**config.mk**
```make
export PLATFORM = sky130hd
export DESIGN_NAME = tt_um_eemukh_control_block_flat
export DESIGN_NICKNAME = d
export VERILOG_FILES = /design/src/rtl/ctrl_pkg.sv /design/src/rtl/tt_um_eemukh_control_block_if.sv /design/src/rtl/ctrl_decode.sv /design/src/rtl/tt_um_eemukh_control_block.sv /design/src/flat_wrapper.sv
export SDC_FILE = /design/constraint.sdc
export NUM_CORES = 1
export LEC_CHECK = 0
export BUFFER_PORTS_ARGS = -buffer_cell sky130_fd_sc_hd__buf_2
export CAP_MARGIN = 20
export CORE_MARGIN = 2
export CORE_UTILIZATION = 47
export DETAILED_ROUTE_END_ITERATION = 12
export PLACE_DENSITY = 0.91
export SLEW_MARGIN = 20
export SYNTH_ARGS = -nofsm -noshare
export SYNTH_HDL_FRONTEND = slang
export SYNTH_SLANG_ARGS = --single-unit
```
**constraint.sdc**
```tcl
create_clock -name clk -period 3 [get_ports clk]
set_clock_uncertainty 0.05 [all_clocks]
set_input_delay 0.45 -clock clk [delete_from_list [all_inputs] [get_ports clk]]
set_output_delay 0.45 -clock clk [all_outputs]
set_load 0.01 [all_outputs]
```
**src/rtl/ctrl_pkg.sv**
```systemverilog
// Shared constants for the accumulator CPU control unit: opcodes, FSM states,
// control-word bit positions and ALU operation codes.
package ctrl_pkg;

    localparam logic [3:0] OpNop = 4'h0;
    localparam logic [3:0] OpLda = 4'h1;
    localparam logic [3:0] OpSta = 4'h2;
    localparam logic [3:0] OpAdd = 4'h3;
    localparam logic [3:0] OpSub = 4'h4;
    localparam logic [3:0] OpJmp = 4'h5;
    localparam logic [3:0] OpJz  = 4'h6;
    localparam logic [3:0] OpJc  = 4'h7;
    localparam logic [3:0] OpHlt = 4'hF;

    typedef enum logic [2:0] {
        StIdle   = 3'd0,
        StFetch  = 3'd1,
        StDecode = 3'd2,
        StExec   = 3'd3,
        StWb     = 3'd4,
        StHalt   = 3'd5
    } state_e;

    localparam int unsigned CwPcInc   = 0;
    localparam int unsigned CwIrLoad  = 1;
    localparam int unsigned CwMemRd   = 2;
    localparam int unsigned CwMemWr   = 3;
    localparam int unsigned CwAccLoad = 4;
    localparam int unsigned CwPcLoad  = 5;
    localparam int unsigned CwAluLo   = 6;

    localparam logic [1:0] AluPass = 2'b00;
    localparam logic [1:0] AluAdd  = 2'b01;
    localparam logic [1:0] AluSub  = 2'b10;

    function automatic logic [1:0] alu_sel(input logic [3:0] op);
        unique case (op)
            OpAdd:   alu_sel = AluAdd;
            OpSub:   alu_sel = AluSub;
            default: alu_sel = AluPass;
        endcase
    endfunction

endpackage

```
**src/rtl/tt_um_eemukh_control_block_if.sv**
```systemverilog
// TinyTapeout pin bundle for the control tile; slave is the tile side,
// master is the surrounding datapath/memory side.
interface tt_um_eemukh_control_block_if;
    logic [7:0] ui_in;
    logic [7:0] uio_in;
    logic [7:0] uo_out;
    logic [7:0] uio_out;
    logic [7:0] uio_oe;

    modport master (
        output ui_in,
        output uio_in,
        input  uo_out,
        input  uio_out,
        input  uio_oe
    );

    modport slave (
        input  ui_in,
        input  uio_in,
        output uo_out,
        output uio_out,
        output uio_oe
    );
endinterface

```
**src/rtl/ctrl_decode.sv**
```systemverilog
// Combinational decode: (state, ir, Z, C) -> control word, jump_taken and
// next state. IDLE holds here; the run qualification lives in the top.
module ctrl_decode
    import ctrl_pkg::*;
(
    input  state_e     state,
    input  logic [3:0] ir,
    input  logic       z,
    input  logic       c,
    output logic [7:0] ctrl,
    output logic       jump_taken,
    output state_e     next_state
);

    always_comb begin
        ctrl       = '0;
        jump_taken = 1'b0;
        next_state = state;
        case (state)
            StIdle: next_state = StIdle;
            StFetch: begin
                ctrl[CwPcInc]  = 1'b1;
                ctrl[CwIrLoad] = 1'b1;
                ctrl[CwMemRd]  = 1'b1;
                next_state     = StDecode;
            end
            StDecode: next_state = (ir == OpHlt) ? StHalt : StExec;
            StExec: begin
                next_state = StFetch;
                case (ir)
                    OpLda, OpAdd, OpSub: begin
                        ctrl[CwMemRd] = 1'b1;
                        next_state    = StWb;
                    end
                    OpSta: ctrl[CwMemWr] = 1'b1;
                    OpJmp: begin
                        ctrl[CwMemRd]  = 1'b1;
                        ctrl[CwPcLoad] = 1'b1;
                    end
                    // Conditional jumps follow the live flags (Mealy output).
                    OpJz: begin
                        ctrl[CwMemRd]  = 1'b1;
                        ctrl[CwPcLoad] = z;
                    end
                    OpJc: begin
                        ctrl[CwMemRd]  = 1'b1;
                        ctrl[CwPcLoad] = c;
                    end
                    default: ;
                endcase
                jump_taken = ctrl[CwPcLoad];
            end
            StWb: begin
                ctrl[CwAccLoad]       = 1'b1;
                ctrl[CwAluLo +: 2]    = alu_sel(ir);
                next_state            = StFetch;
            end
            StHalt:  next_state = StHalt;
            default: next_state = StIdle;
        endcase
    end

endmodule

```
**src/rtl/tt_um_eemukh_control_block.sv**
```systemverilog
// Multi-cycle control unit tile: state/pc/ir registers, run and ena handling,
// and output gating around the ctrl_decode map.
module tt_um_eemukh_control_block
    import ctrl_pkg::*;
(
    input logic                          clk,
    input logic                          rst_n,
    input logic                          ena,
    tt_um_eemukh_control_block_if.slave  bus
);

    state_e     state_q, state_d, dec_next;
    logic [3:0] pc_q, pc_d;
    logic [3:0] ir_q, ir_d;
    logic [7:0] ctrl;
    logic       jump_taken;
    logic       run;
    logic       unused_uio;

    assign run        = bus.uio_in[2];
    assign unused_uio = ^bus.uio_in[7:3];

    ctrl_decode u_decode (
        .state      (state_q),
        .ir         (ir_q),
        .z          (bus.uio_in[0]),
        .c          (bus.uio_in[1]),
        .ctrl       (ctrl),
        .jump_taken (jump_taken),
        .next_state (dec_next)
    );

    always_comb begin
        state_d = state_q;
        pc_d    = pc_q;
        ir_d    = ir_q;
        if (ena) begin
            state_d = dec_next;
            if (state_q == StIdle && run) begin
                state_d = StFetch;
            end
            if (state_q == StFetch) begin
                ir_d = bus.ui_in[7:4];
                pc_d = pc_q + 4'd1;
            end
            // A taken jump replaces the increment made during FETCH.
            if (jump_taken) begin
                pc_d = bus.ui_in[3:0];
            end
        end
    end

    // rst_n keeps its pin name but is active-high.
    always_ff @(posedge clk) begin
        if (rst_n) begin
            state_q <= StIdle;
            pc_q    <= 4'h0;
            ir_q    <= 4'h0;
        end else begin
            state_q <= state_d;
            pc_q    <= pc_d;
            ir_q    <= ir_d;
        end
    end

    assign bus.uo_out  = ena ? ctrl : 8'h00;
    assign bus.uio_out = {pc_q, ena && (state_q == StHalt), 3'b000};
    assign bus.uio_oe  = 8'hF8;

endmodule

```
**src/flat_wrapper.sv**
```systemverilog
// flat-port wrapper written by rule: the top's interface ports become plain ports
module tt_um_eemukh_control_block_flat import ctrl_pkg::*;
  (clk, rst_n, ena, bus_ui_in, bus_uio_in, bus_uo_out, bus_uio_out, bus_uio_oe);
  tt_um_eemukh_control_block_if bus_i ();
  input logic clk;
  input logic rst_n;
  input logic ena;
  input wire logic [$bits(bus_i.ui_in)-1:0] bus_ui_in;
  input wire logic [$bits(bus_i.uio_in)-1:0] bus_uio_in;
  output wire logic [$bits(bus_i.uo_out)-1:0] bus_uo_out;
  output wire logic [$bits(bus_i.uio_out)-1:0] bus_uio_out;
  output wire logic [$bits(bus_i.uio_oe)-1:0] bus_uio_oe;
  assign bus_i.ui_in = bus_ui_in;
  assign bus_i.uio_in = bus_uio_in;
  assign bus_uo_out = bus_i.uo_out;
  assign bus_uio_out = bus_i.uio_out;
  assign bus_uio_oe = bus_i.uio_oe;
  tt_um_eemukh_control_block u_core (.clk(clk), .rst_n(rst_n), .ena(ena), .bus(bus_i));
endmodule
```
==> out/results.ini <==
[final_layout]
antenna_cells = 0
finalNonFillerCells = 147
layout_commonest_cell = buf_2
num-nets-final = 151
drive_gt1_share_pct = 26.9
final_area_um2 = 915
area_delta_synth_final_pct = 10.4
n_fill_cell = 176
final_cell_mix = buf_2 (26), conb_1 (11), dfxtp_1 (11), a21oi_1 (9), nand2_1 (8)

[routing]
via_per_inst = 5.35
dr.first_iter.drc_count = 15
drtAntennaViolNets = 0
wl_mm = 1.64
vias = 786
wl_per_cell_um = 11.2
drc = 0
dr.pass1.iters = 4

[hold_path]
holdCritPathClass = primary input to flop
hp-start = bus_ui_in[7]
hold_path_depth = 3
hold_end = u_core.ir_q[3]

[clock_tree]
cts.clk_slew.worst_paths_ps = 70
post_cts_buffers = 0
clock_sinks = 11
h-tree-depth = 1
cts_resized = 0
postCtsHoldBufs = 0
root_buffer = clkbuf_4
numCtsBuffers = 3
clk_latency_ps = 260
cts_buffer_depth = 2
cts_tree = done

[timing]
hold_ws_ps = 371
fin_tns_setup_ps = 0
slew_violations = 0
setup_violations = 0
period_needed_ps = 2340
setup_ws_ps = 655
fmax_mhz = 427
finalCritPeriodShare_pct = 78.2
rsz0062_at_grt = false
final_hold_viol_count = 0

[logic_synthesis]
synth_area_leaders = dfxtp_1 (27%), buf_4 (11%), a21oi_1 (5.4%)
async_flop_share_pct = 0
synth.largest_area_cell = dfxtp_1
ys_seq_area_share_pct = 26.6
synth_seq_cells = 11
synth.avg_cell_area_um2 = 7.74
synth_top_area_share_pct = 26.6
syn_area_um2 = 828
yosys_warnings = 0
synth_edf_count = 0
synth_cells = 107
synth-main-ff-cell = dfxtp_1
synth_cell_types = 36

[floorplanning]
dieArea_um2 = 2110
die-width_um = 46.0
coreArea_um2 = 1690
ios = 43
rows = 15
initial_core_util_pct = 49.0
die_h_um = 46.0

[setup_path]
crit_path_max_fanout = 9
reg2regPathDepth = 5
worstSetupEndpointType = primary output
start_kind = flop
critPathKind = flop to primary output
cpMaxStageDelayCell = dfxtp_1
r2r_start = u_core.ir_q[0]
arrival_ps = 1840
regToRegEndpoint = u_core.pc_q[1]
crit_required_ps = 2500
rrSetupSlack_ps = 1190
max_stage_delay_ps = 480
path_cells = a21oi_2 -> a31oi_1 -> and4_1 -> and2_1 -> buf_2

[global_route]
antenna_found_initial = 0
grt_pass1_wl_mm = 2.65
grt_start_max_net_pins = 15
overflow = 0
grt.total_usage_pct = 17.0
grt_pass1_vias = 632

[place]
place.gp.congestion = 0.795
hpwl_mm = 1.29
port_buffers = 26
dpl-instance-area_um2 = 888
pre_cts_ws_ps = 850
post-place-cells = 143

[status]
status = finished clean

[power]
peakVddDrop_v = 0.000237
p_leak_uw = 0.000401
powerDensity_nw_per_um2 = 352

[run]
drv_cap = 0

==> worst max-delay path by stage <==
stage,startpoint,endpoint,slack (ps),cells after the start
2_1_floorplan,ena,bus_uo_out[7],1220,3
3_3_place_gp,bus_uio_in[1],bus_uo_out[5],890,6
3_5_place_dp,bus_uio_in[1],bus_uo_out[5],850,6
4_1_cts,u_core.ir_q[0],bus_uo_out[5],640,5
5_1_grt,u_core.ir_q[0],bus_uo_out[5],550,5
6_report,u_core.ir_q[0],bus_uo_out[5],660,5
==> stage by stage <==
step / total power (uW) / utilization [%]
2_1_floorplan: 218 / -
3_3_place_gp: 223 / 52.6
3_5_place_dp: 226 / 52.6
4_1_cts: 326 / 54.1
5_1_grt: 345 / 54.1
6_report: 322 / 54.1
==> kinds of logic (layout without fill, tap and decap cells) <==
logic type                 count (synthesis)  count (layout)  share of synthesized area, %
and+or+nand+nor                           39              39                          27.2
buffers and inverters                     21              35                          17.5
adders and majority gates                  1               1                          1.51
AOI/OAI and AO/OA                         29              29                          21.5
muxes                                      4               4                          4.83
DFF                                       11              11                          26.6
other                                      2              11                         0.907
==> power by group <==
group	switching [uW]	total [uW]	leakage, uW	internal (uW)
Combinational	33.9	57.4	0.000296	23.6
Clock	48.6	99.9	0.0000150	51.3
Sequential	12.6	165	0.0000894	152
Total	95.1	322	0.000401	227
==> flip-flops by register name (all words and copies together), names as in the netlist <==
name            cells
u_core.state_q      3
u_core.ir_q         4
u_core.pc_q         4
==> final cells by class <==
| class | count | area (um^2) | area share [%] |
|---|---|---|---|
| clock buffers | 4 | 26.3 | 2.87 |
| inverters | 5 | 20.0 | 2.19 |
| multi-input cells | 84 | 497 | 54.3 |
| flip-flops and latches | 11 | 220 | 24.1 |
| well taps | 17 | 21.3 | 2.33 |
| repair buffers | 26 | 130 | 14.2 |
==> routing by layer <==
metal | routed length (um) | vias to the layer above | track usage (%)
li1 | - | 401 | -
met1 | 711 | 359 | 21.8
met2 | 824 | 26 | 28.1
met3 | 107 | 0 | 3.57
met4 | 0 | 0 | 5.14
met5 | 0 | - | 0
==> synth_stat cells (2+ instances only) <==
cell / number
a211oi_1: 2
dfxtp_1: 11
nor3_1: 2
o2bb2ai_1: 2
nor2_1: 6
inv_1: 4
conb_1: 2
a31oi_1: 4
nand2b_1: 4
buf_4: 12
buf_6: 2
nor2b_1: 6
o21ai_1: 2
or3_1: 2
a21oi_1: 9
nand3_1: 2
o21ai_0: 6
mux2i_1: 4
nand2_1: 8
==> critical path: cells and delay by family, from the launching register on <==
kind	cells	cell delay, ps
AO/OA/AOI/OAI	2	340
buffers and inverters	1	120
flip-flops	1	480
AND/OR/NAND/NOR	2	640
Power figures use the tool's default switching activity.
